### src/rtl/dmem_pkg.sv
// Shared types and constants for the data-memory arbiter: FSM state encoding,
// default memory depth and port indices.
package dmem_pkg;

  typedef enum logic [1:0] {
    IDLE   = 2'd0,
    ACCESS = 2'd1,
    RESP   = 2'd2
  } dmem_state_t;

  localparam int DMEM_SIZE_DEFAULT = 64;

  localparam logic PORT0 = 1'b0;
  localparam logic PORT1 = 1'b1;

endpackage

### src/rtl/dmem_arb_pick.sv
// Combinational winner select between the two requesters.
// Build option DMEM_ARB_RR_EN: round-robin ties; otherwise fixed priority to port 0.
module dmem_arb_pick
  import dmem_pkg::*;
(
  input  logic req0,
  input  logic req1,
`ifdef DMEM_ARB_RR_EN
  input  logic last_grant,
`endif
  output logic grant_valid,
  output logic grant_port
);

  always_comb begin
    grant_valid = req0 | req1;
    grant_port  = PORT0;
    if (req0 && req1) begin
`ifdef DMEM_ARB_RR_EN
      // On a tie the port that was not served most recently goes next
      grant_port = (last_grant == PORT0) ? PORT1 : PORT0;
`else
      grant_port = PORT0;
`endif
    end else if (req1) begin
      grant_port = PORT1;
    end
  end

endmodule

### src/rtl/dmem_arbiter.sv
// Two-port arbiter and access sequencer for the single-ported data memory.
// Build option DMEM_ARB_RR_EN selects round-robin tie breaking (default: fixed priority).
module dmem_arbiter
  import dmem_pkg::*;
#(
  parameter int DATA_W    = 32,
  parameter int ADDR_W    = 32,
  parameter int DMEM_SIZE = DMEM_SIZE_DEFAULT
) (
  input  logic              clk,
  input  logic              rst,
  input  logic              req0,
  input  logic              we0,
  input  logic [ADDR_W-1:0] addr0,
  input  logic [DATA_W-1:0] wdata0,
  output logic              ack0,
  output logic              err0,
  output logic [DATA_W-1:0] rdata0,
  input  logic              req1,
  input  logic              we1,
  input  logic [ADDR_W-1:0] addr1,
  input  logic [DATA_W-1:0] wdata1,
  output logic              ack1,
  output logic              err1,
  output logic [DATA_W-1:0] rdata1,
  output logic              mem_read,
  output logic              mem_write,
  output logic [ADDR_W-1:0] mem_addr,
  output logic [DATA_W-1:0] mem_wdata,
  input  logic [DATA_W-1:0] mem_rdata
);

  localparam logic [ADDR_W-3:0] SIZE_IDX = (ADDR_W-2)'(DMEM_SIZE);

  dmem_state_t       state;
  dmem_state_t       state_nxt;
  logic              owner;
  logic              lat_we;
  logic              lat_err;
  logic [ADDR_W-1:0] lat_addr;
  logic [DATA_W-1:0] lat_wdata;
  logic              grant_valid;
  logic              grant_port;
  logic              sel_we;
  logic              sel_err;
  logic [ADDR_W-1:0] sel_addr;
  logic [DATA_W-1:0] sel_wdata;
  logic [DATA_W-1:0] capture;

`ifdef DMEM_ARB_RR_EN
  logic last_grant;
`endif

  dmem_arb_pick u_pick (
    .req0        (req0),
    .req1        (req1),
`ifdef DMEM_ARB_RR_EN
    .last_grant  (last_grant),
`endif
    .grant_valid (grant_valid),
    .grant_port  (grant_port)
  );

  // Request fields of the winning port, with the range check done up front
  always_comb begin
    sel_we    = (grant_port == PORT1) ? we1    : we0;
    sel_addr  = (grant_port == PORT1) ? addr1  : addr0;
    sel_wdata = (grant_port == PORT1) ? wdata1 : wdata0;
    sel_err   = (sel_addr[ADDR_W-1:2] >= SIZE_IDX);
    capture   = (lat_err || lat_we) ? '0 : mem_rdata;
  end

  always_comb begin
    state_nxt = state;
    unique case (state)
      IDLE:    if (grant_valid) state_nxt = ACCESS;
      ACCESS:  state_nxt = RESP;
      RESP:    state_nxt = IDLE;
      default: state_nxt = IDLE;
    endcase
  end

  always_comb begin
    mem_read  = 1'b0;
    mem_write = 1'b0;
    mem_addr  = '0;
    mem_wdata = '0;
    ack0      = 1'b0;
    ack1      = 1'b0;
    err0      = 1'b0;
    err1      = 1'b0;
    unique case (state)
      ACCESS: begin
        mem_read  = !lat_err && !lat_we;
        mem_write = !lat_err &&  lat_we;
        mem_addr  = lat_addr;
        mem_wdata = lat_wdata;
      end
      RESP: begin
        ack0 = (owner == PORT0);
        ack1 = (owner == PORT1);
        err0 = (owner == PORT0) && lat_err;
        err1 = (owner == PORT1) && lat_err;
      end
      default: ;
    endcase
  end

  always_ff @(posedge clk) begin
    if (rst) begin
      state     <= IDLE;
      owner     <= PORT0;
      lat_we    <= 1'b0;
      lat_err   <= 1'b0;
      lat_addr  <= '0;
      lat_wdata <= '0;
      rdata0    <= '0;
      rdata1    <= '0;
`ifdef DMEM_ARB_RR_EN
      last_grant <= PORT1;
`endif
    end else begin
      state <= state_nxt;
      unique case (state)
        IDLE: begin
          if (grant_valid) begin
            owner     <= grant_port;
            lat_we    <= sel_we;
            lat_err   <= sel_err;
            lat_addr  <= sel_addr;
            lat_wdata <= sel_wdata;
          end
        end
        // Writes and out-of-range accesses clear the owner's read register
        ACCESS: begin
          if (owner == PORT0) rdata0 <= capture;
          else                rdata1 <= capture;
        end
        RESP: begin
`ifdef DMEM_ARB_RR_EN
          last_grant <= owner;
`endif
        end
        default: ;
      endcase
    end
  end

endmodule

### config.mk
export PLATFORM = sky130hd
export DESIGN_NAME = dmem_arbiter
export DESIGN_NICKNAME = d
export VERILOG_FILES = /design/src/rtl/dmem_pkg.sv /design/src/rtl/dmem_arb_pick.sv /design/src/rtl/dmem_arbiter.sv
export SDC_FILE = /design/constraint.sdc
export NUM_CORES = 1
export LEC_CHECK = 0
export CORE_UTILIZATION = 40
export CTS_BUF_LIST = sky130_fd_sc_hd__clkbuf_16
export CTS_CLUSTER_DIAMETER = 80
export DETAILED_ROUTE_END_ITERATION = 7
export GPL_ROUTABILITY_DRIVEN = 1
export PLACE_DENSITY = 0.9
export SLEW_MARGIN = 15
export SYNTH_ARGS = -nofsm -noshare
export SYNTH_HDL_FRONTEND = slang
export SYNTH_SLANG_ARGS = --single-unit
export TNS_END_PERCENT = 50
### constraint.sdc
create_clock -name clk -period 2.4 [get_ports clk]
set_input_delay 0.72 -clock clk [delete_from_list [all_inputs] [get_ports clk]]
set_output_delay 0.72 -clock clk [all_outputs]
set_load 0.01 [all_outputs]
Yosys cells after proc, flatten, opt, wreduce, memory -nomap -nowiden

Cells that the tools add are included.

Register bits after elaboration: 133
Bits of input ports: 166
Output and inout port bits: 134
Logic and storage cells: 42

Order comparisons: 1
Equality and inequality tests: 3
Muxes and demuxes: 16
Bitwise logic cells: 2
Reduce and logical (&&, ||, !) cells: 12

Operator list:

| cell                | number |
|---|---|
| $mux 32             | 5 |
| $ge 30x7->1 const B | 1 |
| $mux 1              | 9 |
| $reduce_and 2->1    | 3 |
| $logic_and 1x1->1   | 5 |
| $pmux 2 s2          | 1 |
| $eq 2x1->1 const B  | 1 |
| $eq 2x2->1 const B  | 1 |
| $logic_not 1->1     | 2 |
| $logic_not 2->1     | 1 |
| $mux 2              | 1 |
| $ne 2x2->1 const B  | 1 |
| $logic_or 1x1->1    | 1 |
| $not 1->1           | 1 |
| $or 1x1->1          | 1 |

Longest topological paths before layout

Gate-level depths: netlist (run 1).

Depth in word-level cells: 4
Gate-level depth with buffers: 7
Gate-level depth less buffers: 4

By module

A second synthesis (run 1) with hierarchy kept.

Cell total of the unflattened synthesis: 695
Area total of the unflattened synthesis: 5926.9 um^2

Modules (own cells, without submodules):

| module        | instances | cells each | area an instance (um^2) | sequential area each (um^2) |
|---|---|---|---|---|
| dmem_arbiter  | 1         | 693        | 5914.4                  | 2662.6 |
| dmem_arb_pick | 1         | 2          | 12.5                    | 0.0 |

Worst setup path after synthesis (run 1)

Ideal clock, no wire load.

Kind: input -> register
Start point: input port addr1[19]
End point: register lat_err
Setup time: 0.132 ns
Arrival: 1.801 ns
Data required time: 2.268 ns
Path slack: 0.467 ns
Stages on the path: 4
Buffers on the path: 0
Cells stage by stage: or4_1 -> or4_1 -> o22ai_2 -> a311oi_1

Cells in the longest elaborated chain, start to end: 2

RTL lines:

| item                 | RTL line            | RTL |
|---|---|---|
| from (decl)          | dmem_arbiter.sv:21  | `input logic [ADDR_W-1:0] addr1,` |
| $mux 32              | dmem_arbiter.sv:67  | `sel_addr = (grant_port == PORT1) ? addr1 : addr0;` |
| $ge 30x7->1          | dmem_arbiter.sv:69  | `sel_err = (sel_addr[ADDR_W-1:2] >= SIZE_IDX);` |
| to (signal assigned) | dmem_arbiter.sv:129 | `lat_err <= sel_err;` |
| to (decl)            | dmem_arbiter.sv:39  | `logic lat_err;` |

Every way passes these cells.
A chain may end at the register's enable or synchronous reset.

Worst setup path in the final report (run 1)

Start point: register state[0]
End point: output port mem_wdata[3]

Cells in the longest elaborated chain, start to end: 2

RTL lines:

| item                   | RTL line            | RTL |
|---|---|---|
| from (decl)            | dmem_arbiter.sv:35  | `dmem_state_t state;` |
| from (signal assigned) | dmem_arbiter.sv:123 | `state <= state_nxt;` |
| $eq 2x1->1             | dmem_arbiter.sv:92  | `unique case (state)` |
| $mux 32                | dmem_arbiter.sv:92  |  |
| to (decl)              | dmem_arbiter.sv:29  | `output logic [DATA_W-1:0] mem_wdata,` |

Every way passes these cells.

==> impl_results.md, run 1 <==
- I/O pin cnt: 300
- Overall Power: 6.250 mW
- Post-route DRC: 0
- Syn Inst Count: 694
- Synth top cells by count: 133 x dfxtp_1, 73 x nor2_1, 67 x nand2_1
- Post-synthesis sequential area ratio: 0.4529
- Status: finished, final reports clean
- Die width: 123.2 um
- Most frequent cell after synthesis: dfxtp_1
- Post-synthesis area per instance: 8.472 um2
- First-pass GRT wire length: 30710 um
- ANT cells: 0
- VDD IR max: 0.0005997 V
- CP startpoint kind: flop
- Die Y: 123.2 um
- PortBufs: 299
- #FFs+latches synth: 133
- Final Cycle Share: 0.9864
- Delay-heaviest family, CP: buffers and inverters
- Slew headroom: 0.6780
- Crit Path Max Fanout: 15
- Unique masters post-synth: 28
- Synth warnings: 0
- Hold WC Path Type: flop to flop
- Clock Latency Late Sink: 410 ps
- Clk_skew: 5.151 ps
- Final wirelength: 20680 um
- Total congestion overflow: 0
- Setup violations, final: 0
- Post-DRT Antenna Nets: 0
- Nets: 1152
- Filler cells: 1035
- Max-slew violations: 0
- Synth Cell Area: 5879 um2
- Clock Path Buffers: 2
- Slew at the pin closest to its max-slew limit: 483.1 ps
- Post-synth EDFFs: 0
- Fraction of layout cells with a size suffix above 1: 0.1053
- Synth top area share: 0.4529
- Worst path max stage delay: 330 ps
- Total power divided by cell area: 639.1 nW/um2
- Antenna violations before repair: 0
- Root Buffer: clkbuf_16
- First-pass DRT Iterations: 4
- Vias after detailed routing: 6203
- Minimum clock period: 2367 ps
- Post-Layout Cell Count: 1177
- CP Capture Type: output port
- Vias in the first global route: 6013
- Clock sinks: 133
- Final GP Congestion: 0.7988
- Syn_nets: 860
- Hold WS: 450.4 ps
- Final Hold Viols: 0
- Core ar.: 14100 um2
- Die area: 15190 um2
- Async S/R FF share, synth: 0
- CTS hold repair buffers: 0
- Area Overhead vs Synth: 66.33%
- Footprint of the multi-input gates: 2958 um2
- Number of H-tree levels: 4
- Initial drt markers: 375
- Register Area: 2665 um2
- CTS tree: yes
- Design area: 9779 um2
- Largest area contributor in the netlist: dfxtp_1
- Initial Utilization: 0.4171
- Num rows: 43
- GRT Total Usage: 0.2698
- Leakage: 4.181 nW
- Post-Place Cell Area: 9150 um2
- WP data required: 1680 ps
- Largest net degree at the start of global routing: 55
- Synth top area cells: dfxtp_1 45%, mux2i_1 11%, a211oi_1 8.3%, and2_1 7.0%, a21oi_1 5.5%
- DP Cell Count: 1139
- Top FF cell, synth: dfxtp_1
- DP HPWL: 14340 um
- CP cell instances: nor2b_4 -> buf_4 -> buf_12 -> and2_1 -> dlygate4sd2_1
- Worst-path clk slew: 50 ps
- Max Clk Rate: 422.4 MHz
- Bufs and invs on worst path: 3
- WL per Instance: 17.57 um
- CTS buffer count: 17
- RSZ-0062 raised after global routing: yes
- DR vias/cell: 5.270
- Slowest CP cell: dfxtp_2
- Critical path type: flop to output port
- Arr. time, crit path: 1650 ps
- Max-cap viol count: 0
kinds of logic after synthesis:
logic type | Yosys count | share of synthesized area
buffers and inverters | 66 | 0.05129
AOI/OAI and AO/OA | 135 | 0.1456
and+or+nand+nor | 296 | 0.2413
DFF | 133 | 0.4529
muxes | 64 | 0.1090
state kept, by name, summed over array words and instances, names as in the netlist:
register	cells
lat_addr	32
lat_wdata	32
rdata0	32
rdata1	32
state	2
lat_err	1
lat_we	1
owner	1
worst paths after layout:
check	start	to	slack, ps	cells after the start
max	state[0]$_SDFFE_PP0P_	mem_wdata[3]	30	5
min	rdata1[29]$_SDFFE_PP0P_	rdata1[29]$_SDFFE_PP0P_	450	2
max reg2reg	state[0]$_SDFFE_PP0P_	lat_wdata[20]$_SDFFE_PP0P_	640	6
min reg2reg	rdata1[29]$_SDFFE_PP0P_	rdata1[29]$_SDFFE_PP0P_	450	2
cells in the final DEF, fill, tap and decap left out, types with 25 or more instances in the layout:
cell type	Yosys	layout
nand2_1	67	67
clkdlybuf4s50_1	0	228
nand3_1	65	65
a21oi_1	65	65
mux2i_1	64	64
clkbuf_2	0	25
buf_4	6	26
nor2_1	73	71
a211oi_1	65	65
and2_1	66	65
dfxtp_1	133	131
metal layers:
layer  share of wire  up-vias  track usage
li1                -     3007            -
met1            0.35     2824       0.2851
met2            0.51      330       0.4703
met4           0.032        0       0.1190
met3            0.11       42       0.1084
met5               0        -            0
worst min-delay path: cells and delay by family (launching register included):
kind             cells  cell delay, ps
AO/OA/AOI/OAI        1              50
AND/OR/NAND/NOR      1              50
flip-flops           1             300
timing repair:
item | in CTS | in global routing
setup endpoints to repair | 70 | 52
setup buffers | 4 | 1
pin swaps | 0 | 0
cloned | 5 | 0
gates resized for setup | 75 | 93
per-stage QoR:
stage	util	setup WS (ps)	setup TNS (ps)
global placement	0.6491	-28.94	-28.94
detailed placement	0.6491	-65.13	-65.13
global route	0.6938	-18.03	-54.67
CTS	0.6965	-160.4	-4014
floorplan	-	467.4	0
finish	0.6938	32.61	0
report_power, final:
group	total, mW	switching [mW]	leakage [nW]	internal, mW
clock network	2.52	0.919	0.274	1.60
logic	1.27	0.602	2.81	0.665
registers	2.47	0.0922	1.09	2.38
total	6.25	1.61	4.18	4.64
area by class of cell:
type                       count  area share
clock buffer                  17     0.04350
clock inverter                13     0.01459
inverter                       1   0.0003838
multi-input combinational    495      0.3025
sequential                   133      0.2725
tap                          180     0.02303
timing repair buffer         338      0.3435
No activity file was read; power rests on OpenSTA's default activity.
==> run 2: changes to the inputs <==
--- a/config.mk
+++ b/config.mk
@@ -7,7 +7,7 @@
 export LEC_CHECK = 0
 export CORE_UTILIZATION = 40
 export CTS_BUF_LIST = sky130_fd_sc_hd__clkbuf_16
-export CTS_CLUSTER_DIAMETER = 80
+export CTS_CLUSTER_DIAMETER = 200
 export DETAILED_ROUTE_END_ITERATION = 7
 export GPL_ROUTABILITY_DRIVEN = 1
 export PLACE_DENSITY = 0.9
==> results of run 2 <==
Final layout, timing and power as in run 1 (identical DEF).
==> run 3: changes to the inputs <==
--- a/config.mk
+++ b/config.mk
@@ -5,12 +5,14 @@
 export SDC_FILE = /design/constraint.sdc
 export NUM_CORES = 1
 export LEC_CHECK = 0
-export CORE_UTILIZATION = 40
+export CELL_PAD_IN_SITES_DETAIL_PLACEMENT = 1
+export CELL_PAD_IN_SITES_GLOBAL_PLACEMENT = 1
+export CORE_UTILIZATION = 28
 export CTS_BUF_LIST = sky130_fd_sc_hd__clkbuf_16
 export CTS_CLUSTER_DIAMETER = 200
 export DETAILED_ROUTE_END_ITERATION = 7
 export GPL_ROUTABILITY_DRIVEN = 1
-export PLACE_DENSITY = 0.9
+export PLACE_DENSITY = 0.89
 export SLEW_MARGIN = 15
 export SYNTH_ARGS = -nofsm -noshare
 export SYNTH_HDL_FRONTEND = slang
==> run 3 against run 2 <==
Global-route usage fell by 5.4 points; via count rose by 0.44%; critical endpoint is now mem_addr[17]; critical path depth did not move; critical path type unchanged; register-to-register slack got worse by 80 ps; flip-flop and latch count did not move; highest routed layer unchanged; die area rose by 42%; routed wire length rose by 13%.
==> impl_results.md, run 3 (same netlist as run 1, synthesis figures left out) <==
- Final wirelength: 23430 um
- Antenna violations before repair: 2
- Sequential Power Share: 0.383
- RSZ-0062 raised after global routing: yes
- CTS hold repair buffers: 0
- Setup violations, final: 0
- Max-cap viol count: 0
- NetSw: 1.715 mW
- GRT Total Usage: 0.2160
- Arr. time, crit path: 1610 ps
- Post-Place Cell Area: 9255 um2
- Post-route DRC: 0
- Clk_skew: 6.918 ps
- Num rows: 52
- Slew at the pin closest to its max-slew limit: 582.3 ps
- Max-slew violations: 0
- First-pass DRT Iterations: 4
- Initial Utilization: 0.2878
- Combinational Power Share: 0.194
- Design area: 9707 um2
- Commonest non-fill, non-tap cell in the layout: clkdlybuf4s50_1
- VDD IR max: 0.0003889 V
- Busiest grt layer: met2
- CP startpoint kind: flop
- DR vias/cell: 4.913
- Net Sw Frac: 0.2657
- Final GP Congestion: 0.8566
- P_int: 4.741 mW
- Total congestion overflow: 0
- Leakage: 4.005 nW
- PortBufs: 299
- Clock network power share: 0.424
- Initial drt markers: 181
- WP data required: 1680 ps
- Overall Power: 6.457 mW
- Worst-path clk slew: 60 ps
- Status: finished, final reports clean
- Final Cycle Share: 0.9729
- Area Overhead vs Synth: 65.10%
- CTS buffer count: 17
- Largest net degree at the start of global routing: 58
- Filler cells: 2403
- Final Hold Viols: 0
- M3 GR Usage: 0.06584
- Most frequent cells in the layout: 228 x clkdlybuf4s50_1, 131 x dfxtp_1, 71 x nor2_1
- Total power divided by cell area: 665.2 nW/um2
- Nets: 1150
- Die Y: 146.9 um
- Place WS: -159.6 ps
- Clock Latency Late Sink: 410 ps
- DP HPWL: 17580 um
- Footprint of the multi-input gates: 2965 um2
- Critical path type: flop to output port
- Root Buffer: clkbuf_16
- WL per Instance: 18.48 um
- Die width: 146.9 um
- CTS tree: yes
- Vias after detailed routing: 6230
- Vias in the first global route: 6643
- Post-DRT Antenna Nets: 0
- I/O pin cnt: 300
- Crit Path Max Fanout: 26
- Minimum clock period: 2335 ps
- Clock sinks: 133
- Fraction of layout cells with a size suffix above 1: 0.1396
- First-pass GRT wire length: 35660 um
- DP Cell Count: 1228
- Met2 Usage GRT: 0.3872
- Die area: 21580 um2
- Slew headroom: 0.6109
- Core ar.: 20430 um2
- Setup WS post-layout: 65.09 ps
- Max Clk Rate: 428.3 MHz
- Clock Path Buffers: 2
- CP Capture Type: output port
- Hold WC Path Type: flop to flop
- Met1 GRT Util: 0.2338
- Number of H-tree levels: 4
- Post-Layout Cell Count: 1268
- Register Area: 2665 um2
run 3: cell count changes in the layout (fill, tap and decap cells not counted), moves of 4 or more:
cell,before,now
buf_2,2,26
buf_16,4,0
clkbuf_2,25,30
clkdlybuf4s15_1,22,4
dlymetal6s2s_1,12,0
run 3: per-layer routing:
layer | vias to the layer above | wire length (um)
li1 | 3007 | -
met1 | 2939 | 9037
met2 | 248 | 11840
met3 | 36 | 1809
met4 | 0 | 739
met5 | - | 0
run 3: cell type report:
class,instances,share of cell area
diodes,2,0.0005156
clock buffers,17,0.04383
clock inverters,14,0.01921
inverters,1,0.0003867
multi-input cells,495,0.3055
flip-flops and latches,133,0.2746
well taps,270,0.03480
repair buffers,336,0.3212
run 3: stage by stage:
step / util / hold slack (ps) / setup TNS [ps]
2_1_floorplan: - / 463.9 / 0
3_3_place_gp: 0.4530 / 441.1 / -70.41
3_5_place_dp: 0.4530 / 445.9 / -159.6
4_1_cts: 0.4828 / 453.6 / -469.9
5_1_grt: 0.4751 / 466.7 / -38.00
6_report: 0.4751 / 452.9 / 0
run 3: final timing paths:
path / cells past startpoint / slack [ps] / endpoint / start
worst min register to register: 2 / 450 / rdata0[5]$_SDFFE_PP0P_ / rdata0[5]$_SDFFE_PP0P_
worst max-delay path: 5 / 70 / mem_addr[17] / state[0]$_SDFFE_PP0P_
worst max register to register: 5 / 560 / rdata0[6]$_SDFFE_PP0P_ / lat_err$_SDFFE_PP0P_
worst min-delay path: 2 / 450 / rdata0[5]$_SDFFE_PP0P_ / rdata0[5]$_SDFFE_PP0P_
run 3: power by group through the flow:
stage / registers (mW) / logic [mW] / clock network, mW
6_report: 2.47 / 1.25 / 2.73
2_1_floorplan: 2.49 / 0.567 / 0
3_5_place_dp: 2.52 / 1.26 / 0
3_3_place_gp: 2.51 / 1.23 / 0
4_1_cts: 2.47 / 1.28 / 2.79
5_1_grt: 2.49 / 1.35 / 2.90
run 3: critical path, stage by stage (launching register included):
cell	delay, ps
dfxtp_2	350
nor2b_4	190
buf_4	140
buf_12	140
and2_1	140
clkdlybuf4s15_1	240
run 3: timing repair:
action | CTS | global route
gates cloned | 2 | 0
buffers inserted | 6 | 1
setup endpoints to repair | 70 | 63
gates resized for setup | 169 | 74
pin swaps | 2 | 0
